### src/rtl/calc_pkg.sv
// +-----------------------------------------------------------------------------+
// | calc_pkg : shared types, command codes and 7-segment patterns for calc_core_n |
// | Rev 1.0                                                                       |
// +-----------------------------------------------------------------------------+
`default_nettype none

package calc_pkg;

    typedef enum logic [2:0] {
        S_OP1  = 3'd0,
        S_OP2  = 3'd1,
        S_CALC = 3'd2,
        S_RES  = 3'd3,
        S_ERR  = 3'd4
    } state_t;

    typedef enum logic [1:0] {
        OP_ADD = 2'd0,
        OP_SUB = 2'd1,
        OP_MUL = 2'd2
    } op_t;

    localparam logic [3:0] CMD_ADD    = 4'b1010;
    localparam logic [3:0] CMD_SUB    = 4'b1011;
    localparam logic [3:0] CMD_MUL    = 4'b1100;
    localparam logic [3:0] CMD_CLEAR  = 4'b1101;
    localparam logic [3:0] CMD_EQUALS = 4'b1110;
    localparam logic [3:0] CMD_NOP    = 4'b1111;

    localparam logic [1:0] ST_READY = 2'b00;
    localparam logic [1:0] ST_BUSY  = 2'b01;
    localparam logic [1:0] ST_ERROR = 2'b10;
    localparam logic [1:0] ST_NEG   = 2'b11;

    localparam logic [6:0] SEG_BLANK = 7'b0000000;
    localparam logic [6:0] SEG_MINUS = 7'b1000000;
    localparam logic [6:0] SEG_E     = 7'b1111001;
    localparam logic [6:0] SEG_ZERO  = 7'b0111111;

    // gfedcba, active-high
    function automatic logic [6:0] seg_of(input logic [3:0] d);
        case (d)
            4'd0:    return 7'b0111111;
            4'd1:    return 7'b0000110;
            4'd2:    return 7'b1011011;
            4'd3:    return 7'b1001111;
            4'd4:    return 7'b1100110;
            4'd5:    return 7'b1101101;
            4'd6:    return 7'b1111101;
            4'd7:    return 7'b0000111;
            4'd8:    return 7'b1111111;
            4'd9:    return 7'b1101111;
            default: return SEG_BLANK;
        endcase
    endfunction

    function automatic op_t op_of(input logic [3:0] c);
        case (c)
            CMD_SUB: return OP_SUB;
            CMD_MUL: return OP_MUL;
            default: return OP_ADD;
        endcase
    endfunction

endpackage

`default_nettype wire

### src/rtl/calc_bcd_conv.sv
// +-----------------------------------------------------------------------------+
// | calc_bcd_conv : sequential double-dabble, WIDTH shift cycles per conversion   |
// | Rev 1.0                                                                       |
// +-----------------------------------------------------------------------------+
`default_nettype none

module calc_bcd_conv #(
    parameter int WIDTH      = 27,
    parameter int NUM_DIGITS = 8
) (
    input  logic                      clock,
    input  logic                      reset,
    input  logic                      clear,
    input  logic                      start,
    input  logic [WIDTH-1:0]          value,
    output logic                      busy,
    output logic                      done,
    output logic [4*NUM_DIGITS-1:0]   bcd
);

    localparam int CW = $clog2(WIDTH + 1);

    logic [WIDTH-1:0]        bin;
    logic [4*NUM_DIGITS-1:0] adj;
    logic [CW-1:0]           cnt;

    always_comb begin
        adj = bcd;
        for (int i = 0; i < NUM_DIGITS; i++) begin
            if (bcd[4*i +: 4] >= 4'd5) adj[4*i +: 4] = bcd[4*i +: 4] + 4'd3;
        end
    end

    always_ff @(posedge clock or posedge reset) begin
        if (reset) begin
            bin  <= '0;
            bcd  <= '0;
            cnt  <= '0;
            busy <= 1'b0;
            done <= 1'b0;
        end else if (clear) begin
            busy <= 1'b0;
            done <= 1'b0;
        end else if (start) begin
            bin  <= value;
            bcd  <= '0;
            cnt  <= '0;
            busy <= 1'b1;
            done <= 1'b0;
        end else if (busy) begin
            {bcd, bin} <= {adj[4*NUM_DIGITS-2:0], bin, 1'b0};
            cnt        <= cnt + CW'(1);
            if (cnt == CW'(WIDTH - 1)) begin
                busy <= 1'b0;
                done <= 1'b1;
            end
        end else begin
            done <= 1'b0;
        end
    end

endmodule

`default_nettype wire

### src/rtl/calc_core_n.sv
// +-----------------------------------------------------------------------------+
// | calc_core_n : NUM_DIGITS-digit decimal calculator core with 7-segment drive   |
// | Rev 1.0                                                                       |
// +-----------------------------------------------------------------------------+
`default_nettype none

module calc_core_n
    import calc_pkg::*;
#(
    parameter int NUM_DIGITS = 8
) (
    input  logic                        clock,
    input  logic                        reset,
    input  logic                        cmd_valid,
    input  logic [3:0]                  cmd,
    output logic                        cmd_ready,
    output logic [NUM_DIGITS-1:0][6:0]  displays,
    output logic [1:0]                  status,
    output logic [2:0]                  EA,
    output logic [2:0]                  PE
);

    localparam int WIDTH = $clog2(10**NUM_DIGITS);
    localparam int W2    = 2 * WIDTH;
    localparam int CW    = $clog2(WIDTH + 1);

    localparam logic [WIDTH-1:0] DIG_LIM = WIDTH'(10**(NUM_DIGITS-1));
    localparam logic [W2-1:0]    MAX_POS = W2'(10**NUM_DIGITS - 1);
    localparam logic [W2-1:0]    MAX_NEG = W2'(10**(NUM_DIGITS-1) - 1);
    localparam logic [NUM_DIGITS-1:0][6:0] DISP_RST = {{(NUM_DIGITS-1){SEG_BLANK}}, SEG_ZERO};
    localparam logic [NUM_DIGITS-1:0][6:0] DISP_ERR = {{(NUM_DIGITS-1){SEG_BLANK}}, SEG_E};

    state_t                       state, nxt;
    op_t                          op, op_n;
    logic [WIDTH-1:0]             a, a_n, b, b_n, res_mag, res_mag_n, mplier, mplier_n;
    logic                         b_has, b_has_n, res_neg, res_neg_n, conv_neg, conv_neg_n;
    logic [W2-1:0]                acc, acc_n, mcand, mcand_n, acc_step, calc_mag;
    logic [CW-1:0]                cnt, cnt_n;
    logic [NUM_DIGITS-1:0][6:0]   disp_n, seg_map;
    logic                         calc_neg, calc_done, calc_err;
    logic                         conv_start, conv_busy, conv_done;
    logic [WIDTH-1:0]             conv_val;
    logic [4*NUM_DIGITS-1:0]      conv_bcd;
    logic                         busy, accept, clear_cmd, is_digit, is_op;
    int                           msd;

    calc_bcd_conv #(.WIDTH(WIDTH), .NUM_DIGITS(NUM_DIGITS)) u_conv (
        .clock (clock),
        .reset (reset),
        .clear (clear_cmd),
        .start (conv_start),
        .value (conv_val),
        .busy  (conv_busy),
        .done  (conv_done),
        .bcd   (conv_bcd)
    );

    assign busy      = (state == S_CALC) || conv_busy || conv_done;
    assign cmd_ready = !busy;
    assign accept    = cmd_valid && cmd_ready;
    assign clear_cmd = cmd_valid && (cmd == CMD_CLEAR);
    assign is_digit  = (cmd < 4'd10);
    assign is_op     = (cmd == CMD_ADD) || (cmd == CMD_SUB) || (cmd == CMD_MUL);
    assign EA        = state;
    assign PE        = nxt;

    always_comb begin
        if (state == S_ERR)                 status = ST_ERROR;
        else if (busy)                      status = ST_BUSY;
        else if (state == S_RES && res_neg) status = ST_NEG;
        else                                status = ST_READY;
    end

    // Arithmetic unit: one shift-add step per S_CALC cycle for MUL
    always_comb begin
        acc_step = acc + (mplier[0] ? mcand : '0);
        calc_neg = 1'b0;
        case (op)
            OP_SUB: begin
                calc_neg = (b > a);
                calc_mag = calc_neg ? W2'(b - a) : W2'(a - b);
            end
            OP_MUL:  calc_mag = acc_step;
            default: calc_mag = W2'(a) + W2'(b);
        endcase
        calc_done = (op != OP_MUL) || (cnt == CW'(WIDTH - 1));
        calc_err  = (calc_mag > MAX_POS) || (calc_neg && (calc_mag > MAX_NEG));
    end

    // BCD to segments: blank above the most significant digit, minus just above it
    always_comb begin
        msd = 0;
        for (int i = 0; i < NUM_DIGITS; i++) begin
            if (conv_bcd[4*i +: 4] != 4'd0) msd = i;
        end
        for (int i = 0; i < NUM_DIGITS; i++) begin
            if (i <= msd)                     seg_map[i] = seg_of(conv_bcd[4*i +: 4]);
            else if (conv_neg && i == msd + 1) seg_map[i] = SEG_MINUS;
            else                              seg_map[i] = SEG_BLANK;
        end
    end

    always_comb begin
        nxt        = state;
        a_n        = a;
        b_n        = b;
        op_n       = op;
        b_has_n    = b_has;
        res_mag_n  = res_mag;
        res_neg_n  = res_neg;
        acc_n      = acc;
        mcand_n    = mcand;
        mplier_n   = mplier;
        cnt_n      = cnt;
        disp_n     = conv_done ? seg_map : displays;
        conv_neg_n = conv_neg;
        conv_start = 1'b0;
        conv_val   = '0;
        case (state)
            S_OP1: if (accept) begin
                if (is_digit) begin
                    if (a < DIG_LIM) begin
                        a_n        = a * WIDTH'(10) + WIDTH'(cmd);
                        conv_start = 1'b1;
                        conv_val   = a_n;
                        conv_neg_n = 1'b0;
                    end
                end else if (is_op) begin
                    op_n    = op_of(cmd);
                    b_n     = '0;
                    b_has_n = 1'b0;
                    nxt     = S_OP2;
                end
            end
            S_OP2: if (accept) begin
                if (is_digit) begin
                    if (b < DIG_LIM) begin
                        b_n        = b * WIDTH'(10) + WIDTH'(cmd);
                        b_has_n    = 1'b1;
                        conv_start = 1'b1;
                        conv_val   = b_n;
                        conv_neg_n = 1'b0;
                    end
                end else if (is_op) begin
                    if (!b_has) op_n = op_of(cmd);
                end else if (cmd == CMD_EQUALS) begin
                    nxt      = S_CALC;
                    acc_n    = '0;
                    mcand_n  = W2'(a);
                    mplier_n = b;
                    cnt_n    = '0;
                end
            end
            S_CALC: begin
                acc_n    = acc_step;
                mcand_n  = mcand << 1;
                mplier_n = mplier >> 1;
                cnt_n    = cnt + CW'(1);
                if (calc_done) begin
                    if (calc_err) begin
                        nxt    = S_ERR;
                        disp_n = DISP_ERR;
                    end else begin
                        nxt        = S_RES;
                        res_mag_n  = calc_mag[WIDTH-1:0];
                        res_neg_n  = calc_neg;
                        conv_start = 1'b1;
                        conv_val   = calc_mag[WIDTH-1:0];
                        conv_neg_n = calc_neg;
                    end
                end
            end
            S_RES: if (accept) begin
                if (is_digit) begin
                    a_n        = WIDTH'(cmd);
                    nxt        = S_OP1;
                    conv_start = 1'b1;
                    conv_val   = WIDTH'(cmd);
                    conv_neg_n = 1'b0;
                end else if (is_op) begin
                    if (res_neg) begin
                        nxt    = S_ERR;
                        disp_n = DISP_ERR;
                    end else begin
                        a_n     = res_mag;
                        op_n    = op_of(cmd);
                        b_n     = '0;
                        b_has_n = 1'b0;
                        nxt     = S_OP2;
                    end
                end
            end
            S_ERR:   ;
            default: nxt = S_OP1;
        endcase
        // CLEAR bypasses the handshake and lands on the reset values next cycle
        if (clear_cmd) begin
            nxt        = S_OP1;
            a_n        = '0;
            b_n        = '0;
            op_n       = OP_ADD;
            b_has_n    = 1'b0;
            res_mag_n  = '0;
            res_neg_n  = 1'b0;
            acc_n      = '0;
            mcand_n    = '0;
            mplier_n   = '0;
            cnt_n      = '0;
            disp_n     = DISP_RST;
            conv_neg_n = 1'b0;
            conv_start = 1'b0;
        end
    end

    always_ff @(posedge clock or posedge reset) begin
        if (reset) begin
            state    <= S_OP1;
            a        <= '0;
            b        <= '0;
            op       <= OP_ADD;
            b_has    <= 1'b0;
            res_mag  <= '0;
            res_neg  <= 1'b0;
            acc      <= '0;
            mcand    <= '0;
            mplier   <= '0;
            cnt      <= '0;
            displays <= DISP_RST;
            conv_neg <= 1'b0;
        end else begin
            state    <= nxt;
            a        <= a_n;
            b        <= b_n;
            op       <= op_n;
            b_has    <= b_has_n;
            res_mag  <= res_mag_n;
            res_neg  <= res_neg_n;
            acc      <= acc_n;
            mcand    <= mcand_n;
            mplier   <= mplier_n;
            cnt      <= cnt_n;
            displays <= disp_n;
            conv_neg <= conv_neg_n;
        end
    end

endmodule

`default_nettype wire

### config.mk
export PLATFORM = sky130hd
export DESIGN_NAME = calc_core_n
export DESIGN_NICKNAME = d
export VERILOG_FILES = /design/src/rtl/calc_pkg.sv /design/src/rtl/calc_bcd_conv.sv /design/src/rtl/calc_core_n.sv
export SDC_FILE = /design/constraint.sdc
export NUM_CORES = 2
export LEC_CHECK = 0
export CORE_UTILIZATION = 40
export DETAILED_ROUTE_END_ITERATION = 6
export PLACE_DENSITY = 0.57
export SKIP_CTS_REPAIR_TIMING = 1
export SLEW_MARGIN = 40
export SYNTH_ARGS = -nofsm -noshare
export SYNTH_HDL_FRONTEND = slang
export SYNTH_SLANG_ARGS = --single-unit
### constraint.sdc
create_clock -name clock -period 11.15 [get_ports clock]
set_input_delay 1.6725 -clock clock [delete_from_list [all_inputs] [get_ports clock]]
set_output_delay 1.6725 -clock clock [all_outputs]
set_load 0.03 [all_outputs]
# [After elaboration in Yosys (flattened, before gate mapping)]
# Memory sizes are Yosys's and may differ from the RTL's.
# Cells that the tools add are included.
[classes] shift=0 mux=188 reduce_logical=42 bitwise_logic=1 n_addsub=17 div_mod_pow=0 n_mul=2 eq_ne=45 order_cmp=22
[op_table] operator="27-bit 2-to-1 mux" count=38
[op_table] operator="54-bit 2-to-1 mux" count=12
[op_table] operator="56-bit 2-to-1 mux" count=8
[op_table] operator="54-bit one-hot mux with 2 select lines" count=3
[op_table] operator="32-bit 2-to-1 mux" count=8
[op_table] operator="4-bit by 32-bit == test with 1-bit output, first input constant" count=4
[op_table] operator="4-bit by 32-bit less-or-equal comparator with 1-bit output, first input constant" count=4
[op_table] operator="7-bit 2-to-1 mux" count=16
[op_table] operator="56-bit one-hot mux with 2 select lines" count=1
[op_table] operator="27-bit one-hot mux with 2 select lines" count=2
[op_table] operator="27-bit one-hot mux with 4 select lines" count=1
[op_table] operator="27-bit one-hot mux with 3 select lines" count=1
[op_table] operator="3-bit by 32-bit == test with 1-bit output, first input constant" count=2
[op_table] operator="3-bit by 32-bit less-or-equal comparator with 1-bit output, first input constant" count=2
[op_table] operator="3-bit inequality test, second input constant" count=20
[op_table] operator="27-bit by 27-bit subtractor with 28-bit output" count=2
[op_table] operator="27-bit by 4-bit adder with 27-bit output" count=2
[op_table] operator="54-bit adder" count=1
[op_table] operator="54-bit by 24-bit > comparator with 1-bit output, second input constant" count=1
[op_table] operator="54-bit by 27-bit > comparator with 1-bit output, second input constant" count=1
[op_table] operator="27-bit by 24-bit less-than comparator with 1-bit output, second input constant" count=2
[op_table] operator="27-bit by 3-bit multiplier with 26-bit output, second input constant" count=2
[op_table] operator="1-bit 2-to-1 mux" count=45
[op_table] operator="3-bit 2-to-1 mux" count=15
[op_table] operator="46 further kinds" count=124
[totals] mem_count=8 register_bits=351 romBits=896 word_cells=350 mem_bits_rw=0 input_bits=7 latch_bits=0
[mem_list] name="(no name shown)" depth=16 word_bits=7 rd=1 rd_ports_with_merged_regs=0 write_ports=0 line="calc_pkg.sv:42" text="case (d)"
[mem_list] name="(no name shown)" depth=16 word_bits=7 rd=1 rd_ports_with_merged_regs=0 write_ports=0 line="calc_pkg.sv:42"
[mem_list] name="(no name shown)" depth=16 word_bits=7 rd=1 rd_ports_with_merged_regs=0 write_ports=0 line="calc_pkg.sv:42"
[mem_list] name="(no name shown)" depth=16 word_bits=7 rd=1 rd_ports_with_merged_regs=0 write_ports=0 line="calc_pkg.sv:42"
[mem_list] name="(no name shown)" depth=16 word_bits=7 rd=1 rd_ports_with_merged_regs=0 write_ports=0 line="calc_pkg.sv:42"
[mem_list] name="(no name shown)" depth=16 word_bits=7 rd=1 rd_ports_with_merged_regs=0 write_ports=0 line="calc_pkg.sv:42"
[mem_list] name="+2 memories"

# [Logic depth before layout (Yosys ltp)]
[depth] word_depth=20 mapped_depth=22 depth_no_buf=18

# [Hierarchy]
# From an unflattened synthesis, not the netlist that was laid out.
[unflattened] hier_cells=3731 hier_area_um2=30749.5
[by_module_without_submodules] mod="calc_core_n" area_per_inst_um2=27147.3 n_inst=1 cells_per_inst=3370
[by_module_without_submodules] mod="calc_bcd_conv" area_per_inst_um2=3602.2 n_inst=1 cells_per_inst=361

# [Worst setup path before layout]
# OpenSTA, ideal clock, no wires.
[synth_timing] kind="register to output" startpoint="register mplier[0]" endpoint="output PE[0]" n_path_buf=5 slack_ns=4.231 t_arrival_ns=5.246 required_time_ns=9.477 path_stages_with_launch=21 path_cell_list="dfrtp_1 -> clkbuf_1 -> clkbuf_1 -> and2_1 -> ha_1 -> clkbuf_1 -> a21oi_1 -> o21ai_0 -> a221oi_1 -> nand2_1 -> xor2_1 -> a22o_1 -> or4_4 -> a2111o_1 -> or4_1 -> nor4_1 -> a211o_1 -> nand4_2 -> buf_2 -> buf_2 -> a21oi_1"
[synth_via] elab_chain_len=10 elab_cells_between_ends=11
[synth_lines] item="from (decl)" line="calc_core_n.sv:35" text="logic [WIDTH-1:0] a, a_n, b, b_n, res_mag, res_mag_n, mplier, mplier_n;"
[synth_lines] item="from (signal assigned)" line="calc_core_n.sv:240" text="mplier <= mplier_n;"
[synth_lines] item="54-bit 2-to-1 mux *" line="calc_core_n.sv:76" text="acc_step = acc + (mplier[0] ? mcand : '0);"
[synth_lines] item="54-bit adder *" line="calc_core_n.sv:76"
[synth_lines] item="54-bit one-hot mux with 2 select lines *" line="calc_core_n.sv:78" text="case (op)"
[synth_lines] item="54-bit by 24-bit > comparator with 1-bit output" line="calc_core_n.sv:87" text="calc_err = (calc_mag > MAX_POS) || (calc_neg && (calc_mag > MAX_NEG));"
[synth_lines] item="1-bit logical AND" line="calc_core_n.sv:87"
[synth_lines] item="1-bit logical OR *" line="calc_core_n.sv:87"
[synth_lines] item="3-bit 2-to-1 mux *" line="calc_core_n.sv:160" text="if (calc_err) begin"
[synth_lines] item="3-bit 2-to-1 mux *" line="calc_core_n.sv:159" text="if (calc_done) begin"
[synth_lines] item="3-bit one-hot mux with 5 select lines *" line="calc_core_n.sv:119" text="case (state)"
[synth_lines] item="3-bit 2-to-1 mux *" line="calc_core_n.sv:197" text="if (clear_cmd) begin"
[synth_lines] item="to (decl)" line="calc_core_n.sv:20" text="output logic [2:0] PE"
# Mark *: on every way between the ends. The rest lies on a longest branch, timed or not.

# [Final worst setup path]
[layout_timing] startpoint="register a[17]" endpoint="output PE[1]"
[layout_via] elab_chain_len=10 elab_cells_between_ends=15
[layout_lines] item="from (decl)" line="calc_core_n.sv:35"
[layout_lines] item="from (signal assigned)" line="calc_core_n.sv:232" text="a <= a_n;"
[layout_lines] item="27-bit by 27-bit subtractor with 28-bit output / 27-bit > comparator (equally long branches)" line="calc_core_n.sv:81, calc_core_n.sv:80"
[layout_lines] item="54-bit 2-to-1 mux" line="calc_core_n.sv:81" text="calc_mag = calc_neg ? W2'(b - a) : W2'(a - b);"
[layout_lines] item="54-bit one-hot mux with 2 select lines" line="calc_core_n.sv:78"
[layout_lines] item="54-bit by 24-bit > comparator with 1-bit output" line="calc_core_n.sv:87"
[layout_lines] item="1-bit logical AND" line="calc_core_n.sv:87"
[layout_lines] item="1-bit logical OR *" line="calc_core_n.sv:87"
[layout_lines] item="3-bit 2-to-1 mux *" line="calc_core_n.sv:160"
[layout_lines] item="3-bit 2-to-1 mux *" line="calc_core_n.sv:159"
[layout_lines] item="3-bit one-hot mux with 5 select lines *" line="calc_core_n.sv:119"
[layout_lines] item="3-bit 2-to-1 mux *" line="calc_core_n.sv:197"
# Marked as above.

==> out/summary.txt <==
TIMING
----------------------------------------------------------------------------------
Setup repair after global routing missed its margin .................           no
Shortest clock period the worst path allows after layout ............      9.23 ns
Final setup fails ...................................................            0
Pins Over Slew Limit ................................................            0
Setup tns final .....................................................         0 ns
Worst Max-Slew Pin Slew .............................................     0.963 ns
Final WS setup ......................................................      1.92 ns
Max-Slew Margin vs Limit ............................................        0.349
Max frequency .......................................................      108 MHz
Clock tree skew after final layout ..................................    0.0182 ns
Part of the cycle the worst path needs ..............................        0.828
Final hold vios .....................................................            0

CLOCKING
----------------------------------------------------------------------------------
Total clock buffers created by CTS ..................................           45
CTS H-tree depth ....................................................            2
TritonCTS clock tree ................................................        built
Clock latency on the worst-skew pair ................................      0.60 ns
Maximum buffer depth of the clock tree ..............................            3
CTS root buffer ..................................................... sky130_fd_sc_hd__clkbuf_16
Clock transition at the registers of the reported paths .............      0.06 ns
Total number of clock tree sinks ....................................          351

GLOBAL ROUTE
----------------------------------------------------------------------------------
Total routing resource utilization after global routing .............        0.278
Number of antenna violations at the first check in global routing ...            0
First-pass GRT wire length ..........................................    167000 um
Pin count of the biggest net entering global routing ................          118
Vias in the first global route ......................................        26942
Overall overflow remaining after global route .......................            0

WORST SETUP PATH
----------------------------------------------------------------------------------
Cell with the largest stage delay on the worst path ................. sky130_fd_sc_hd__clkdlybuf4s50_1
Path depth of the worst reg2reg path ................................           17
CP Max Fanout .......................................................           18
Category of the most critical setup path ............................ flop to output port
Reg2reg end ......................................................... u_conv.bin[16]
Slowest stage delay, CP .............................................      0.72 ns
Critical R2R Launch .................................................        a[17]
Worst Path Arrival ..................................................      7.56 ns
Critical Path Sink Type .............................................  output port
Cell-by-cell trace of the critical path ............................. inv_1 -> ha_1 -> nand4_1 -> or3_4 -> nor4_4 -> or2_1 -> nand2_1 -> a21o_1 -> nand3_1 -> o211ai_1 -> or4_1 -> nor4_1 -> a211o_1 -> a32o_1 -> a22oi_1 -> nor2_1 -> clkdlybuf4s50_1
Worst R2R Setup Slack ...............................................      3.63 ns
Req. time, crit path ................................................      9.48 ns
Startpoint types ....................................................         flop

SYNTHESIS
----------------------------------------------------------------------------------
Count of unique library cells instantiated by Yosys .................           96
Per-instance average area after synthesis ...........................   8.05 sq um
Seq cells post-synth ................................................          351
Number of nets produced by synthesis ................................         4054
Cell area after technology mapping ..................................  30200 sq um
Number of warnings issued by yosys ..................................            0
Fraction of registers with async set or reset after synthesis .......         1.00
Number of instances in the synthesized netlist ......................         3753
Sequential cell area fraction in the yosys report ...................        0.291
Count of flip-flops with a built-in enable after synthesis ..........            0
Leading register cell type out of synthesis ......................... sky130_fd_sc_hd__dfrtp_1

ROUTE
----------------------------------------------------------------------------------
First-pass iteration count of the detailed router ...................            6
Antenna-violating nets left .........................................            0
Iter 0 DRT Violations ...............................................         2493
Drc violations ......................................................            0
Wire length after detailed routing ..................................    109000 um
Vias after detailed routing .........................................        28621
DR WL/cell ..........................................................      23.1 um
Routed vias/inst ....................................................         6.10

PLACEMENT
----------------------------------------------------------------------------------
Post-detail-place hpwl ..............................................     81900 um
Number of buffers inserted by port buffering ........................           71
Final GP Congestion .................................................        0.976
Worst setup slack before clock tree synthesis .......................      2.70 ns

CELLS AND AREA
----------------------------------------------------------------------------------
Layout net count ....................................................         3991
Most used cells in the layout excluding fill and tap cells .......... 395 x sky130_fd_sc_hd__a21oi_1, 358 x sky130_fd_sc_hd__nand2_1, 345 x sky130_fd_sc_hd__dfrtp_1
Inserted Diodes .....................................................            0
Fin util ............................................................        0.448
Layout Area Growth over Synthesis ...................................        10.6%
Filler Cell Count ...................................................         7497
Share of final-layout standard cells stronger than drive strength 1 .       0.0518
Leading cell type in the layout, fill and taps excluded ............. sky130_fd_sc_hd__a21oi_1

DIE
----------------------------------------------------------------------------------
DIE WIDTH ...........................................................       277 um
Die outline area ....................................................  76600 sq um
Total number of placement rows ......................................          100
Core Footprint ......................................................  74600 sq um
Effective utilization at floorplan ..................................        0.405
Ports ...............................................................           72
Die height ..........................................................       277 um

POWER
----------------------------------------------------------------------------------
Reported leakage power ..............................................      15.0 nW
Total power per unit cell area ......................................  264 nW/um^2
Maximum vdd ir drop .................................................     0.178 mV
Final Total Pwr .....................................................      8.82 mW

RUN
----------------------------------------------------------------------------------
Maximum Capacitance Violations ......................................            0

HOLD PATH
----------------------------------------------------------------------------------
Launch instance of the worst min-delay path .........................    mplier[0]
Worst hold path stage count .........................................            2
Destination of the worst hold path ..................................    mplier[0]
Hold Path Class ..................................................... flop to flop

OUTCOME
----------------------------------------------------------------------------------
Outcome ............................................................. finished clean

## metrics by stage
step                hold slack, ns  instance area (sq um)  std cells
global route                 0.491                  33400       4693
global placement             0.460                  31600       4608
detailed placement           0.467                  31800       4612
finish                       0.475                  33400       4693
floorplan                    0.444                  30200       3753
CTS                          0.480                  33400       4693
## per-layer routing
layer,global-route usage,vias to the layer above,part of all wire
met2,0.414,866,0.43
met4,0.0974,0,0.035
met1,0.415,14013,0.48
li1,-,13570,-
met3,0.0251,172,0.053
met5,0,-,0
## critical path: cells and delay by family (launching register included)
kind / cells / cell delay (ns)
adder cells (fa/ha/maj): 1 / 0.68
AND/OR/NAND/NOR: 9 / 3.95
flip-flops: 1 / 0.49
buffers and inverters: 2 / 0.83
AO/OA/AOI/OAI: 5 / 0.98
## layout make-up
class | instances | area (sq um) | area share
clock buffer | 57 | 1250 | 0.0375
inverter | 188 | 709 | 0.0212
multi-input combinational | 2990 | 19900 | 0.596
tap | 969 | 1210 | 0.0363
clock inverter | 24 | 363 | 0.0109
sequential | 351 | 8790 | 0.263
timing repair buffer | 114 | 1150 | 0.0346
## synth_stat cells, types with 54 or more instances
cell type                  number  area share
sky130_fd_sc_hd__a211oi_1      65       0.016
sky130_fd_sc_hd__a21o_1        57       0.014
sky130_fd_sc_hd__a21oi_1      397       0.066
sky130_fd_sc_hd__a22o_1        81       0.023
sky130_fd_sc_hd__and2_1        68       0.014
sky130_fd_sc_hd__clkbuf_1     187       0.023
sky130_fd_sc_hd__dfrtp_1      345        0.29
sky130_fd_sc_hd__ha_1         286        0.12
sky130_fd_sc_hd__inv_1        186       0.023
sky130_fd_sc_hd__nand2_1      359       0.045
sky130_fd_sc_hd__nand3_1       97       0.016
sky130_fd_sc_hd__nand4_1       54       0.011
sky130_fd_sc_hd__nor2_1       335       0.042
sky130_fd_sc_hd__nor3_1        81       0.013
sky130_fd_sc_hd__o21ai_0      213       0.035
sky130_fd_sc_hd__o31ai_1       72       0.018
sky130_fd_sc_hd__xnor2_1      111       0.032
sky130_fd_sc_hd__xor2_1        57       0.017
## sequential cells by signal, indices dropped and copies added (netlist names)
name	cells
u_conv.cnt	5
res_mag	27
u_conv.bcd	32
b_has	1
op	2
a	27
cnt	5
acc	54
u_conv.busy	1
mplier	27
b	27
u_conv.bin	27
EA	3
mcand	54
res_neg	1
u_conv.done	1
displays	56
conv_neg	1
## kinds of logic (layout without fill, tap and decap cells)
group           count (synthesis)  in the layout  share of synthesized area
compound gates               1266           1266                      0.276
xor+xnor                      169            169                     0.0495
fa+ha+maj                     294            294                      0.124
buf+inv                       412            383                     0.0527
flops                         351            351                      0.291
mux                            43             43                     0.0145
simple gates                 1218           1218                      0.193
## where the power goes
part / internal [mW] / switching, mW
registers: 1.62 / 0.421
clock network: 1.00 / 0.635
logic: 1.82 / 3.32
## worst max-delay path by stage
stage / to / from / slack [ns]
finish: PE[1] / a[17] / 1.92
global route: PE[1] / a[17] / 1.58
CTS: PE[2] / a[17] / 2.03
detailed placement: PE[2] / a[17] / 2.70
global placement: PE[2] / a[10] / 2.51
floorplan: PE[0] / mplier[0] / 4.23
Note: power is estimated with default switching activity, not from simulation.
